[src/rtl/fetch_unit.sv]
// Instruction fetch front end: PC sequencing, fixed-latency imem requests and a
// two-entry {instr, pc} buffer toward decode. Define FETCH_PERF_EN to add perf counters.
module fetch_unit #(
    parameter logic [31:0] RESET_PC = 32'h0000_0000
) (
    input  logic        clk,
    input  logic        rst,
    output logic        imem_rd_en,
    output logic [31:0] imem_addr,
    input  logic [31:0] imem_rdata,
    input  logic        redirect_valid,
    input  logic [31:0] redirect_pc,
    output logic        instr_valid,
    output logic [31:0] instr,
    output logic [31:0] instr_pc,
    input  logic        instr_ready
`ifdef FETCH_PERF_EN
    ,
    output logic [31:0] perf_fetched,
    output logic [31:0] perf_stall
`endif
);

    typedef enum logic {RUN, FLUSH} state_t;

    state_t      state;
    logic [31:0] pc;
    logic [31:0] inflight_pc;
    logic        inflight;
    logic        head;
    logic [1:0]  count;
    logic [31:0] fifo_instr [2];
    logic [31:0] fifo_pc    [2];
    logic        pop;
    logic [1:0]  occupancy;
    logic        unused_redirect_bits;

    assign unused_redirect_bits = ^redirect_pc[1:0];

    assign instr_valid = (count != 2'd0);
    assign pop         = instr_valid & instr_ready;
    assign instr       = fifo_instr[head];
    assign instr_pc    = fifo_pc[head];

    // Entries still owed to the buffer after this cycle; a new request must leave room for its response.
    assign occupancy  = count + {1'b0, inflight} - {1'b0, pop};
    assign imem_rd_en = !rst && (state == RUN) && !redirect_valid && (occupancy < 2'd2);
    assign imem_addr  = imem_rd_en ? pc : 32'd0;

    always_ff @(posedge clk or posedge rst) begin
        if (rst) begin
            state       <= RUN;
            pc          <= RESET_PC;
            inflight    <= 1'b0;
            inflight_pc <= 32'd0;
        end else if (redirect_valid) begin
            state    <= FLUSH;
            pc       <= {redirect_pc[31:2], 2'b00};
            inflight <= 1'b0;
        end else begin
            state    <= RUN;
            inflight <= imem_rd_en;
            if (imem_rd_en) begin
                pc          <= pc + 32'd4;
                inflight_pc <= pc;
            end
        end
    end

    // A response lands in the slot behind any surviving entry; a redirect drops everything buffered.
    always_ff @(posedge clk or posedge rst) begin
        if (rst) begin
            count <= 2'd0;
            head  <= 1'b0;
            for (int i = 0; i < 2; i++) begin
                fifo_instr[i] <= 32'd0;
                fifo_pc[i]    <= 32'd0;
            end
        end else if (redirect_valid) begin
            count <= 2'd0;
        end else begin
            if (inflight) begin
                fifo_instr[head ^ count[0]] <= imem_rdata;
                fifo_pc[head ^ count[0]]    <= inflight_pc;
            end
            if (pop) begin
                head <= ~head;
            end
            count <= occupancy;
        end
    end

`ifdef FETCH_PERF_EN
    // Counters run across redirects; only reset clears them.
    always_ff @(posedge clk or posedge rst) begin
        if (rst) begin
            perf_fetched <= 32'd0;
            perf_stall   <= 32'd0;
        end else begin
            if (pop) begin
                perf_fetched <= perf_fetched + 32'd1;
            end
            if (instr_valid && !instr_ready) begin
                perf_stall <= perf_stall + 32'd1;
            end
        end
    end
`endif

endmodule

[config.mk]
export PLATFORM = sky130hd
export DESIGN_NAME = fetch_unit
export DESIGN_NICKNAME = d
export VERILOG_FILES = /design/src/rtl/fetch_unit.sv
export SDC_FILE = /design/constraint.sdc
export NUM_CORES = 1
export LEC_CHECK = 0
export BUFFER_PORTS_ARGS = -buffer_cell sky130_fd_sc_hd__buf_2
export CORE_ASPECT_RATIO = 2
export CORE_UTILIZATION = 40
export DETAILED_ROUTE_END_ITERATION = 6
export PLACE_DENSITY = 0.6
export SYNTH_ARGS = -nofsm -noshare
export SYNTH_HDL_FRONTEND = slang
export SYNTH_SLANG_ARGS = --single-unit
[constraint.sdc]
create_clock -name clk -period 19.3 [get_ports clk]
set_input_delay 2.895 -clock clk [delete_from_list [all_inputs] [get_ports clk]]
set_output_delay 2.895 -clock clk [all_outputs]
set_load 0.05 [all_outputs]
==> summary.md, run 1 <==
| Metric | Value |
|---|---|
| Placed Area | 9600 um2 |
| Power Density | between 150 and 200 nW/um2 |
| Most common cell after layout, fill and taps aside | dfrtp_1 |
| Mean Syn Cell Area | approximately 13 um2 |
| LEAKAGE | 0.00509 uW |
| DR pass1 iterations | 6 |
| Post-cts resize count | 0 |
| Run status | finished clean |
| Post-layout nets | 879 |
| Final WL | slightly above 20000 um |
| DIE AREA | 22200 um2 |
| Clock Sinks | roughly 190 |
| Core Area | 21000 um2 |
| Worst-path cell chain | buf_2, and2_1, ha_1, inv_1, ha_1, xor3_1, or4_4, buf_4, nor2_1, buf_2 |
| Detail Placement HPWL | 13600 um |
| Clk slew on worst S/H paths | 60 ps |
| IO Port Bufs | 159 |
| Startpoint types | input pin |
| TritonCTS Buffers | 17 |
| Seq. cell area | 4730 um2 |
| Met2 wire len | 11000 um |
| Post-synth cell types | 49 |
| #FFs+latches synth | between 150 and 200 |
| IO Pins | between 150 and 200 |
| Critical-path maximum fanout | 57 |
| Drt first-iter violations | 275 |
| DR vias/cell | ~5.3 |
| Critical Path AT | approximately 5400 ps |
| Slew headroom | 20.5% |
| Commonest cells after routing, fill and taps aside | dfrtp_1 (188), mux2_2 (186), buf_2 (159) |
| RSZ-0062 raised after global routing | false |
| Initial antenna violation count | 2 |
| Slowest CP cell | or4_4 |
| Number of H-tree levels | 4 |
| Final setup fails | 0 |
| Met3 WL post-DR | around 700 um |
| CP peak stage delay | 460 ps |
| Worst Setup End Kind | primary output |
| Cts hold-fix bufs | 0 |
| Hold Vio Cnt, Final | 0 |
| Critical Path RT | 16410 ps |
| Clk Latency, worst-skew pair | 440 ps |
| Fillers | 1938 |
| Area grow syn2layout | 18.2% |
| Main flop type after synthesis | dfrtp_1 |
| Die W | about 110 um |
| Number of global-route vias before repair | 6321 |
| Final setup skew | 11.6 ps |
| Wirelength per Cell | 18.6 um |
| Crit path kind | input pin to primary output |
| Largest net degree at the start of global routing | 117 |
| Mapped cell area | 8620 um2 |
| Max Buffers Root-to-Sink | 2 |
| Max cap viols | 0 |
| Post CTS Setup Buffer Count | 0 |
| First-pass GRT wire length | 33100 um |
| Global-route usage over all layers | around a fifth |
| Max IR drop VDD | between 0.09 and 0.1 mV |
| Post-synth EDFFs | 0 |
| Ratio of final minimum period to clock period | 42.9% |
| Via count | 5809 |
| Fin area | 10200 um2 |
| Slew @ Worst Pin | 1190 ps |
| Setup TNS | 0 ps |
| Fmax | approximately 120 MHz |
| Initial Util | 41.0% |
| Post-Synthesis Cells | approximately 670 |
| Max Used Layer | met4 |
| Die span in y | ~210 um |
| Remaining Overflow, GRT | 0 |
| Multi-input logic area | 3640 um2 |
| Crit path time final | 8270 ps |
| Seq/Total Area, Yosys | 54.9% |
| DR DRC count | 0 |
| Hold crit path type | register to register |
| FP Rows | 75 |
| Synth Warn # | 0 |
| Layout cells sized above 1 | 48.6% |
| CTS tree | built |
| DRT met1 WL | 8100 um |
| Root buf cell | clkbuf_16 |
| Tot Pwr | 1790 uW |
| Antenna Nets Post-Route | 0 |
| Synth async-reset ratio | 100% |
| Final Max Slew Viols | 0 |
| GP Congestion | 0.794 |
==> kinds of logic after synthesis <==
group	Yosys count	share of synthesized area (%)
compound gates	77	6.43
mux	190	24.8
flops	189	54.9
simple gates	145	9.54
xor+xnor	5	0.682
other cells	1	0.0435
fa+ha+maj	3	0.436
buf+inv	55	3.24
==> final timing paths <==
kind                            startpoint               to  slack (ps)  cells past startpoint
hold / removal             inflight_pc[22]  inflight_pc[22]         500                      1
hold reg to reg            inflight_pc[22]  inflight_pc[22]         500                      1
max in group asynchronous              rst  inflight_pc[21]       15120                      3
setup reg to reg                  count[1]            pc[7]       15770                     11
setup / recovery               instr_ready    imem_addr[23]       11030                     10
min in group asynchronous              rst            state        2590                      2
==> power by group <==
group / total, uW / switching (uW) / internal, uW
Clock: 343 / 149 / 194
Combinational: 787 / 504 / 283
Sequential: 657 / 104 / 553
Total: 1790 / 757 / 1030
==> sequential cells by signal (all words and copies together) (netlist names) <==
name / flops
fifo_pc: 60
state: 1
fifo_instr: 64
count: 2
inflight: 1
inflight_pc: 30
pc: 30
head: 1
==> final cells by class <==
class,instances,share of cell area [%]
sequential,189,46.4
multi-input combinational,424,35.7
timing repair buffer,164,8.18
clock buffer,22,4.85
tap,269,3.30
clock inverter,10,0.860
inverter,12,0.565
antenna,2,0.0491
==> Yosys cell counts, types with 2 or more instances <==
library cell	instances	area, um2
ha_1	3	37.5
nand3_1	18	90.1
nand2_1	37	139
buf_4	4	30.0
and2_1	26	163
nor2b_1	2	12.5
a21o_1	28	210
a22oi_1	8	60.1
buf_2	11	55.1
clkbuf_1	22	82.6
nand3b_1	3	22.5
mux2_2	186	2090
a221o_1	7	70.1
nor3b_1	2	15.0
dfrtp_1	189	4730
and3_1	2	12.5
or3_1	2	12.5
o311ai_0	3	26.3
and4_1	2	17.5
mux2i_1	4	40.0
nand4_1	13	81.3
inv_1	11	41.3
or4_1	2	15.0
xnor2_1	3	26.3
nor4_1	3	18.8
or2_2	2	12.5
nor3_1	6	30.0
o21ai_0	15	75.1
o211ai_1	9	67.6
buf_6	5	56.3
a21oi_1	5	25.0
nor2_1	15	56.3
==> metal layers <==
metal | GRT usage [%] | vias to the layer above
li1 | - | 2670
met1 | 21.9 | 2941
met2 | 35.1 | 163
met3 | 3.42 | 35
met4 | 8.67 | 0
met5 | 0 | -
==> metrics by stage <==
step	utilization [%]	hold WS [ps]	instances	setup WS, ps
global placement	45.7	472	1058	11020
detailed placement	45.7	489	1058	10970
floorplan	-	458	668	11220
CTS	48.4	505	1090	10970
global route	48.5	519	1092	10930
finish	48.5	496	1092	11030
==> critical path: cells and delay by family <==
kind	cells	cell delay [ps]
simple gates	3	960
buf+inv	4	850
fa+ha+maj	2	410
xor+xnor	1	250
Power figures use the tool's default switching activity.
==> run 2, diff against run 1 <==
- PLACE_DENSITY: 0.6 -> 0.62
- clock period: 19.3 -> 7.4 ns (I/O delays scaled with it)
==> summary.md, run 2 (same netlist as run 1, synthesis figures left out) <==
| Metric | Value |
|---|---|
| Antenna Nets Post-Route | 0 |
| Reg2reg setup slack | 3700 ps |
| Post-layout nets | just under 900 |
| Critical path's top delay family | simple AND/OR/NAND/NOR gates |
| Post CTS Setup Buffer Count | 0 |
| Final WL | roughly 20000 um |
| DR pass1 iterations | 4 |
| Fmax | about 210 MHz |
| Layout Cells excl Fill | 1089 |
| Layout cells sized above 1 | roughly 49% |
| RSZ-0062 raised after global routing | false |
| Clk Latency, worst-skew pair | between 400 and 500 ps |
| Largest net degree at the start of global routing | 119 |
| Slew @ Worst Pin | about 1200 ps |
| Reg-to-reg startpoint | count[0] |
| Max cap viols | 0 |
| Worst Setup SP | instr_ready |
| Top Registers | fifo_instr: 64 flops, fifo_pc: 60 flops |
| Register with the most flip-flops | fifo_instr |
| Most common cell after layout, fill and taps aside | dfrtp_1 |
| Commonest cells after routing, fill and taps aside | dfrtp_1 (188), mux2_2 (186), buf_2 (159) |
| Slew headroom | a little over a fifth |
| Remaining Overflow, GRT | 0 |
| Initial Util | 41.0% |
| Worst-path cell chain | buf_2, and2_1, ha_1, inv_1, ha_1, xor3_1, or4_4, clkinv_4, nand2_1, inv_1, buf_2 |
| Ratio of final minimum period to clock period | 63.2% |
| DR vias/cell | 5.27 |
| Die W | 106 um |
| Slowest CP cell | or4_4 |
| DR DRC count | 0 |
| Post-cts resize count | 0 |
| Critical-path maximum fanout | 45 |
| Drt first-iter violations | between 150 and 200 |
| Hold crit path type | register to register |
| First-pass GRT wire length | between 30000 and 40000 um |
| Final setup skew | 8.34 ps |
| Worst Setup End Kind | primary output |
| WP depth | 11 |
| LEAKAGE | roughly 0.0051 uW |
| Crit path kind | input pin to primary output |
| Final Max Slew Viols | 0 |
| Die span in y | 210 um |
| # placed instances | 1057 |
| Antenna diode count | 0 |
| DIE AREA | 22200 um2 |
| CTS tree | built |
| Power Density | 465 nW/um2 |
| Critical Path AT | 3570 ps |
| End of the critical path | imem_addr[30] |
| Number of H-tree levels | 4 |
| Max IR drop VDD | 0.228 mV |
| Crit path buf inv count | 5 |
| TritonCTS Buffers | 17 |
| Number of global-route vias before repair | 5801 |
| Tot Pwr | 4770 uW |
| Run status | finished clean |
| Seq. cell area | 4730 um2 |
| Via count | about 5700 |
| IO Pins | 166 |
| Clock Sinks | 189 |
| Max reg flops | 64 |
| Detail Placement HPWL | 12800 um |
| Fillers | 1947 |
| Critical Path RT | between 6000 and 7000 ps |
| Global-route usage over all layers | approximately 18% |
| Initial antenna violation count | 0 |
| Root buf cell | clkbuf_16 |
| Core Area | 21000 um2 |
| Cts hold-fix bufs | 0 |
| Hold Vio Cnt, Final | 0 |
| Reg2reg end | pc[7] |
| CP peak stage delay | 600 ps |
| Crit path time final | around 4700 ps |
| WHS Path Cells | 1 |
| IO Port Bufs | 159 |
| Startpoint types | input pin |
| Multi-input logic area | 3640 um2 |
| FP Rows | 75 |
| Final setup fails | 0 |
| Area grow syn2layout | 19.0% |
| Clk slew on worst S/H paths | approximately 60 ps |
| Max Buffers Root-to-Sink | 2 |
| Reg2Reg Depth | 11 |
| GP Congestion | about 0.76 |
| Wirelength per Cell | 18.0 um |
| Setup TNS | 0 ps |
## run 2: cell types whose count changed in the layout (fill, tap and decap cells not counted), sizes merged
cell,delta
buf,-1
bufinv,+5
clkbuf,-5
clkinv,+2
clkinvlp,-4
diode,-2
inv,+2
## run 2: how the worst min path moves through the flow
stage,from,to
5_1_grt,fifo_pc[53],fifo_pc[53]
2_1_floorplan,inflight_pc[14],inflight_pc[14]
3_5_place_dp,inflight_pc[13],inflight_pc[13]
6_report,inflight_pc[16],inflight_pc[16]
3_3_place_gp,inflight_pc[16],inflight_pc[16]
4_1_cts,inflight_pc[13],inflight_pc[13]
## run 2: layer usage
metal  routed length (um)  track usage, %
met4                  345            7.04
met1                 8120            21.8
met5                    0               0
met3                  609            3.23
met2                10500            32.7
## run 2: power by group
group / internal, uW / switching, uW / total (uW)
Sequential: 1440 / 313 / 1760
Clock: 634 / 397 / 1030
Combinational: 737 / 1250 / 1990
## run 2: layout make-up
| class | count | share of cell area [%] |
|---|---|---|
| sequential | 189 | 46.1 |
| multi-input combinational | 424 | 35.5 |
| timing repair buffer | 163 | 8.05 |
| clock buffer | 17 | 4.15 |
| tap | 269 | 3.28 |
| clock inverter | 15 | 2.37 |
| inverter | 12 | 0.561 |
## run 2: through the flow
stage	instance area (um2)	setup WS [ps]	hold WS, ps	util (%)
floorplan	8630	1150	458	-
global placement	9590	2700	483	45.6
detailed placement	9590	2690	486	45.6
CTS	10300	2680	501	48.8
global route	10300	2640	517	48.8
finish	10300	2720	496	48.8
